===== config.mk =====
export PLATFORM = sky130hd
export DESIGN_NAME = seq_scan_ctrl_flat
export DESIGN_NICKNAME = d
export VERILOG_FILES = /design/src/rtl/seq_scan_pkg.sv /design/src/rtl/seq_scan_ctrl_if.sv /design/src/rtl/seq_det_11011.sv /design/src/rtl/seq_scan_ctrl.sv /design/src/flat_wrapper.sv
export SDC_FILE = /design/constraint.sdc
export NUM_CORES = 1
export LEC_CHECK = 0
export ABC_AREA = 1
export CORE_MARGIN = 3
export CORE_UTILIZATION = 28
export CTS_BUF_LIST = sky130_fd_sc_hd__clkbuf_4
export DETAILED_ROUTE_END_ITERATION = 12
export SETUP_SLACK_MARGIN = 0.3
export SLEW_MARGIN = 15
export SYNTH_ARGS = -nofsm -noshare
export SYNTH_HDL_FRONTEND = slang
export SYNTH_SLANG_ARGS = --single-unit
export TNS_END_PERCENT = 1

===== constraint.sdc =====
create_clock -name clk -period 4.8 [get_ports clk]
set_input_delay 1.2 -clock clk [delete_from_list [all_inputs] [get_ports clk]]
set_output_delay 1.2 -clock clk [all_outputs]
set_load 0.005 [all_outputs]

===== src/rtl/seq_scan_pkg.sv =====
// Shared types and constants for the word-level 11011 scan controller and its detector.
package seq_scan_pkg;

    typedef enum logic [1:0] {
        IDLE,
        SHIFT,
        REPORT
    } ctrl_state_t;

    typedef enum logic [2:0] {
        S0,
        S1,
        S2,
        S3,
        S4
    } det_state_t;

    localparam logic [4:0] PATTERN = 5'b11011;
    localparam int         PAT_LEN = 5;

    // Each state holds the longest matched prefix of PATTERN; a hit in S4 falls back to "11".
    function automatic det_state_t det_next(input det_state_t cur, input logic bit_in);
        det_state_t nxt;
        nxt = S0;
        case (cur)
            S0:      nxt = bit_in ? S1 : S0;
            S1:      nxt = bit_in ? S2 : S0;
            S2:      nxt = bit_in ? S2 : S3;
            S3:      nxt = bit_in ? S4 : S0;
            S4:      nxt = bit_in ? S2 : S0;
            default: nxt = S0;
        endcase
        return nxt;
    endfunction

endpackage


===== src/rtl/seq_scan_ctrl_if.sv =====
// Word-in / count-out handshake bundle between a producer/consumer and the scan controller.
interface seq_scan_ctrl_if #(
    parameter int WIDTH = 16
);
    localparam int CNT_W = $clog2(WIDTH + 1);

    logic             in_valid;
    logic             in_ready;
    logic [WIDTH-1:0] in_data;
    logic             out_valid;
    logic             out_ready;
    logic [CNT_W-1:0] out_count;

    modport master (
        output in_valid,
        output in_data,
        output out_ready,
        input  in_ready,
        input  out_valid,
        input  out_count
    );

    modport slave (
        input  in_valid,
        input  in_data,
        input  out_ready,
        output in_ready,
        output out_valid,
        output out_count
    );

endinterface


===== src/rtl/seq_det_11011.sv =====
// Overlapping Mealy detector for the serial pattern 11011; advances only when en is high.
module seq_det_11011
    import seq_scan_pkg::*;
(
    input  logic clk,
    input  logic rst,
    input  logic clr,
    input  logic en,
    input  logic bit_in,
    output logic hit
);

    det_state_t state;
    det_state_t state_next;

    always_ff @(posedge clk) begin
        if (rst) begin
            state <= S0;
        end else begin
            state <= state_next;
        end
    end

    // clr and en never coincide in the controller; clr wins to keep word boundaries clean.
    always_comb begin
        state_next = state;
        hit        = 1'b0;
        if (clr) begin
            state_next = S0;
        end else if (en) begin
            state_next = det_next(state, bit_in);
            hit        = (state == S4) && bit_in;
        end
    end

endmodule


===== src/rtl/seq_scan_ctrl.sv =====
// Accepts one word, shifts it MSB-first through the 11011 detector and reports the match count.
module seq_scan_ctrl
    import seq_scan_pkg::*;
#(
    parameter int WIDTH = 16,
    parameter bit CARRY = 1'b0
) (
    input  logic                  clk,
    input  logic                  rst,
    seq_scan_ctrl_if.slave        bus,
    output logic                  bit_out,
    output logic                  bit_valid,
    output logic                  hit,
    output logic                  busy
);

    localparam int CNT_W = $clog2(WIDTH + 1);
    localparam int IDX_W = $clog2(WIDTH);
    localparam logic [IDX_W-1:0] LAST_IDX = IDX_W'(WIDTH - 1);

    ctrl_state_t      state;
    ctrl_state_t      state_next;
    logic [WIDTH-1:0] shreg;
    logic [IDX_W-1:0] idx;
    logic [CNT_W-1:0] count;
    logic             accept;
    logic             in_ready;
    logic             out_valid;

    always_ff @(posedge clk) begin
        if (rst) begin
            state <= IDLE;
        end else begin
            state <= state_next;
        end
    end

    always_comb begin
        state_next = state;
        accept     = 1'b0;
        in_ready   = 1'b0;
        out_valid  = 1'b0;
        bit_valid  = 1'b0;
        case (state)
            IDLE: begin
                in_ready = 1'b1;
                if (bus.in_valid) begin
                    accept     = 1'b1;
                    state_next = SHIFT;
                end
            end
            SHIFT: begin
                bit_valid = 1'b1;
                if (idx == LAST_IDX) begin
                    state_next = REPORT;
                end
            end
            REPORT: begin
                out_valid = 1'b1;
                if (bus.out_ready) begin
                    state_next = IDLE;
                end
            end
            default: state_next = IDLE;
        endcase
    end

    // Count cannot exceed WIDTH/3+1, so the adder never wraps.
    always_ff @(posedge clk) begin
        if (rst) begin
            shreg <= '0;
            idx   <= '0;
            count <= '0;
        end else if (accept) begin
            shreg <= bus.in_data;
            idx   <= '0;
            count <= '0;
        end else if (bit_valid) begin
            shreg <= {shreg[WIDTH-2:0], 1'b0};
            idx   <= idx + IDX_W'(1);
            count <= count + CNT_W'(hit);
        end
    end

    seq_det_11011 u_det (
        .clk    (clk),
        .rst    (rst),
        .clr    (accept && !CARRY),
        .en     (bit_valid),
        .bit_in (bit_out),
        .hit    (hit)
    );

    assign bit_out       = shreg[WIDTH-1];
    assign busy          = (state != IDLE);
    assign bus.in_ready  = in_ready;
    assign bus.out_valid = out_valid;
    assign bus.out_count = count;

endmodule


===== src/flat_wrapper.sv =====
// flat-port wrapper written by rule: the top's interface ports become plain ports
module seq_scan_ctrl_flat import seq_scan_pkg::*;
#(
    parameter int WIDTH = 16,
    parameter bit CARRY = 1'b0
)
  (clk, rst, bit_out, bit_valid, hit, busy, bus_in_valid, bus_in_data, bus_out_ready, bus_in_ready, bus_out_valid, bus_out_count);
  seq_scan_ctrl_if #(.WIDTH(WIDTH)) bus_i ();
  input  logic clk;
  input  logic rst;
  output logic bit_out;
  output logic bit_valid;
  output logic hit;
  output logic busy;
  input wire logic [$bits(bus_i.in_valid)-1:0] bus_in_valid;
  input wire logic [$bits(bus_i.in_data)-1:0] bus_in_data;
  input wire logic [$bits(bus_i.out_ready)-1:0] bus_out_ready;
  output wire logic [$bits(bus_i.in_ready)-1:0] bus_in_ready;
  output wire logic [$bits(bus_i.out_valid)-1:0] bus_out_valid;
  output wire logic [$bits(bus_i.out_count)-1:0] bus_out_count;
  assign bus_i.in_valid = bus_in_valid;
  assign bus_i.in_data = bus_in_data;
  assign bus_i.out_ready = bus_out_ready;
  assign bus_in_ready = bus_i.in_ready;
  assign bus_out_valid = bus_i.out_valid;
  assign bus_out_count = bus_i.out_count;
  seq_scan_ctrl #(.WIDTH(WIDTH), .CARRY(CARRY)) u_core (.clk(clk), .rst(rst), .bus(bus_i), .bit_out(bit_out), .bit_valid(bit_valid), .hit(hit), .busy(busy));
endmodule

## Word level (Yosys, flattened, before mapping)

Index checks and enable logic that the tools add are counted.
Widths: inputs -> output; s select.

- Memories: 0
- Latch bits: 0
- Output and inout bits: 11
- RAM bits: 0
- ROM bits: 0
- Register bits: 30
- Bits of input ports: 20
- Logic and storage cells: 43

- Multipliers: 0
- Equality and inequality tests: 10
- Div/mod/pow operators: 0
- Order comparisons: 0
- Bitwise logic cells: 0
- Reduce and logical (&&, ||, !) cells: 8
- $add $sub $neg: 2
- Multiplexer cells: 18
- Shift-type cells: 0

Operators by type and width:

| operator | number |
|---|---|
| $mux 16 | 2 |
| $pmux 3 s4 | 1 |
| $mux 1 | 9 |
| $mux 2 | 4 |
| $eq 3x2->1 const B | 2 |
| $pmux 2 s3 | 1 |
| $add 5x1->5 | 1 |
| $add 4x1->4 const B | 1 |
| $eq 4x4->1 const B | 1 |
| $ne 2x2->1 const B | 2 |
| $reduce_bool 2->1 | 2 |
| $reduce_or 2->1 | 2 |
| $eq 3x1->1 const B | 1 |
| $eq 3x3->1 const B | 1 |
| $logic_not 3->1 | 1 |
| $mux 3 | 1 |
| $reduce_and 3->1 | 1 |
| $eq 2x1->1 const B | 1 |
| $eq 2x2->1 const B | 1 |
| $logic_not 2->1 | 1 |
| $ne 2x1->1 const B | 1 |
| $logic_and 1x1->1 | 1 |

## Longest topological paths before layout

- Depth in word-level cells: 5
- Depth in mapped cells: 11
- Depth with buffers taken out: 10

## By module

From an unflattened synthesis, not the netlist that was laid out.

- Cells, all modules: 203
- Area, all modules: 1,433.9 um2

By module, submodules not included:

| module | instances | cells an instance | area an instance (um2) | sequential area each (um2) |
|---|---|---|---|---|
| seq_scan_ctrl | 1 | 174 | 1,255.0 | 540.5 |
| seq_det_11011 | 1 | 29 | 178.9 | 60.1 |

## Worst setup path after synthesis

Ideal clock, no wire load.

- Path kind: register -> output
- From: register u_core.state[0]
- To: output hit
- Buffers on the path: 1
- Path slack: 2.526 ns
- Arrival: 1.074 ns
- Required time: 3.600 ns
- Stages on the path, launching flop included: 4
- Cell sequence: dfxtp_1 -> nand2_1 -> buf_2 -> nor4_1

- Cells in the longest elaborated chain, start to end: 4
- Elaborated cells on any way between the ends: 6
- Classes of those cells: 1 x eq/ne; 4 x mux; 1 x reduce/logical

RTL lines:

| what | line | text |
|---|---|---|
| start: declaration | seq_scan_ctrl.sv:21 | `ctrl_state_t state;` |
| start signal: assignment | seq_scan_ctrl.sv:34 | `state <= state_next;` |
| $eq 2x1->1 | seq_scan_ctrl.sv:44 | `case (state)` |
| $mux 1 | seq_scan_ctrl.sv:44 |  |
| $mux 1 | seq_det_11011.sv:30 | `end else if (en) begin` |
| $mux 1 (*) | seq_det_11011.sv:28 | `if (clr) begin` |
| end: declaration | flat_wrapper.sv:13 | `output logic hit;` |

Every way passes the cells marked *; elsewhere a longest branch is shown, timed or not.

## Final worst setup path

Ends and elaborated chain as after synthesis.

==> results.ini <==
[outcome]
run_status = finished clean

[setup_path]
worst-path-max-fanout = 13
critPathKind = reg -> out
worstPathArrival_ns = 2.11
startpoint_type = flip-flop
cp-end-kind = primary output
worst_ep_required_time_ns = 3.60

[clock_tree]
hold_buffers = 0
path_clk_slew_ns = 0.09
cts_resized = 0
post_cts_buffers = 0
root_buffer = clkbuf_4
cts_max_path_buffers = 2
cts_tree = built
htree_levels = 2
insertion_delay_ns = 0.33
cts_buffers = 5
cts.sink_count = 30

[detailed_routing]
antenna_left = 0
highest_layer = met4
num_vias = 1296
route.met2.wl_um = 1410
drt_iter0_drc = 75
dr.pass1.iters = 4
met3WireLength_um = 132
wl_um = 2930
post_drt_via_cell_ratio = 4.39
wl_per_cell_um = 9.92
drc = 0
wl_met1_um = 1320

[yosys]
ys_ff_latch = 30
synth_cells = 197
yosysSeqAreaShare = 0.430
syn_area_um2 = 1400
ys_types = 24
synth.avg_cell_area_um2 = 7.08
yosysWarningCount = 0
synth_fp_nets = 220

[timing]
fin_crit_sh = 0.689
slew_headroom = 0.563
fmax_mhz = 302
rsz0062_at_grt = no
maxSlewViolCount = 0
skew_ns = 0.00899
period_minus_slack_ns = 3.31
worstMarginPinSlew_ns = 0.655
finalSetupViolCount = 0
tns_ns = 0
hold_slack_ns = 0.492
hold_viol_final = 0

[global_route]
grt_max_degree = 27
grt-ovfl-total = 0
grtUsageTotal = 0.109
grt_pass1_wl_um = 5180
grt_antenna_before_repair = 0
grt_pass1_vias = 1255

[floorplanning]
initial_core_util = 0.293
die_y_um = 76.6
die_area_um2 = 5870
core_um2 = 4750
die_x_um = 76.6
ios = 31
num_rows = 25

[run]
cap_violations = 0

[finish]
layout_common_cells = 65 x nand2_1, 30 x clkdlybuf4s50_1, 30 x dfxtp_1
final_nets = 250
fill_cells = 540
syn2layout_area_growth_pct = 28.4
diodes = 0
drive_gt1_frac = 0.0614
mostFrequentLayoutCell = nand2_1

[power]
vdd_ir_drop_max_mv = 0.134
powerDensity_nw_per_um2 = 269
p_leak_nw = 0.718

[placed_design]
portBuffers = 30
dpl.hpwl_um = 2090
gp_congestion = 0.728

[worst_hold_path]
hold_class = reg -> reg

## metrics by stage
step	utilization	total power (W)	setup slack, ns	instances	area, um^2
final	0.377	0.000481	1.49	295	1790
after global routing	0.377	0.000511	1.25	295	1790
after CTS	0.377	0.000493	1.44	295	1790
after detailed placement	0.366	0.000345	1.81	287	1740
after global placement	0.366	0.000345	1.90	287	1740
after floorplan	-	0.000316	2.53	197	1400
## registers in the layout (all words and copies together) (netlist names)
register              cells
u_core.shreg             16
u_core.bus.out_count      5
u_core.idx                4
u_core.u_det.state        3
u_core.state              2
## Yosys cell counts, drive strengths merged
master	number	area, um^2
nand2	66	250
a21oi	7	35.0
inv	14	52.6
nand3	20	100
nor2	18	77.6
o21ai	7	38.8
xor2	1	8.76
nor3	3	15.0
nor4	1	6.26
dfxtp	30	601
xnor2	2	17.5
a31oi	1	6.26
buf	6	37.5
clkbuf	1	3.75
ha	3	37.5
nand4	1	6.26
and2	15	93.8
nor3b	1	7.51
## power by group
part           internal, W  switching [W]
combinational    0.0000344      0.0000357
clock            0.0000605      0.0000825
sequential        0.000260     0.00000800
total             0.000355       0.000126
## logic make-up (layout without fill, tap and decap cells)
| group | count (synthesis) | after routing | synth area share |
|---|---|---|---|
| and+or+nand+nor | 125 | 125 | 0.399 |
| DFF | 30 | 30 | 0.430 |
| buffers and inverters | 21 | 52 | 0.0673 |
| AOI/OAI and AO/OA | 15 | 15 | 0.0574 |
| adders and majority gates | 3 | 3 | 0.0269 |
| xor gates and xnor gates | 3 | 3 | 0.0188 |
## metal layers
metal,GRT usage,vias up
met1,0.126,577
met5,0,-
met3,0.0331,8
li1,-,687
met4,0.0489,0
met2,0.185,24
## final timing paths
kind | cells after the start | to | slack (ns) | start
setup reg to reg | 9 | u_core.bus.out_count[4] | 2.57 | u_core.state[0]
hold reg to reg | 2 | u_core.shreg[0] | 0.49 | u_core.shreg[0]
hold / removal | 2 | u_core.shreg[0] | 0.49 | u_core.shreg[0]
setup / recovery | 3 | hit | 1.49 | u_core.state[0]
## worst max-delay path, stage by stage, from the launching register on
cell             delay [ns]
dfxtp_1                0.45
nand2_1                0.32
nor4_1                 0.44
clkdlybuf4s50_1        0.58
## cell type report
class	instances	area, um^2	area share
Multi-Input combinational cell	146	701	0.391
Sequential cell	30	601	0.335
Timing Repair Buffer	30	300	0.168
Tap cell	67	83.8	0.0468
Inverter	14	52.6	0.0293
Clock buffer	6	45.0	0.0251
Clock inverter	2	8.76	0.00489
Power figures use the tool's default switching activity.
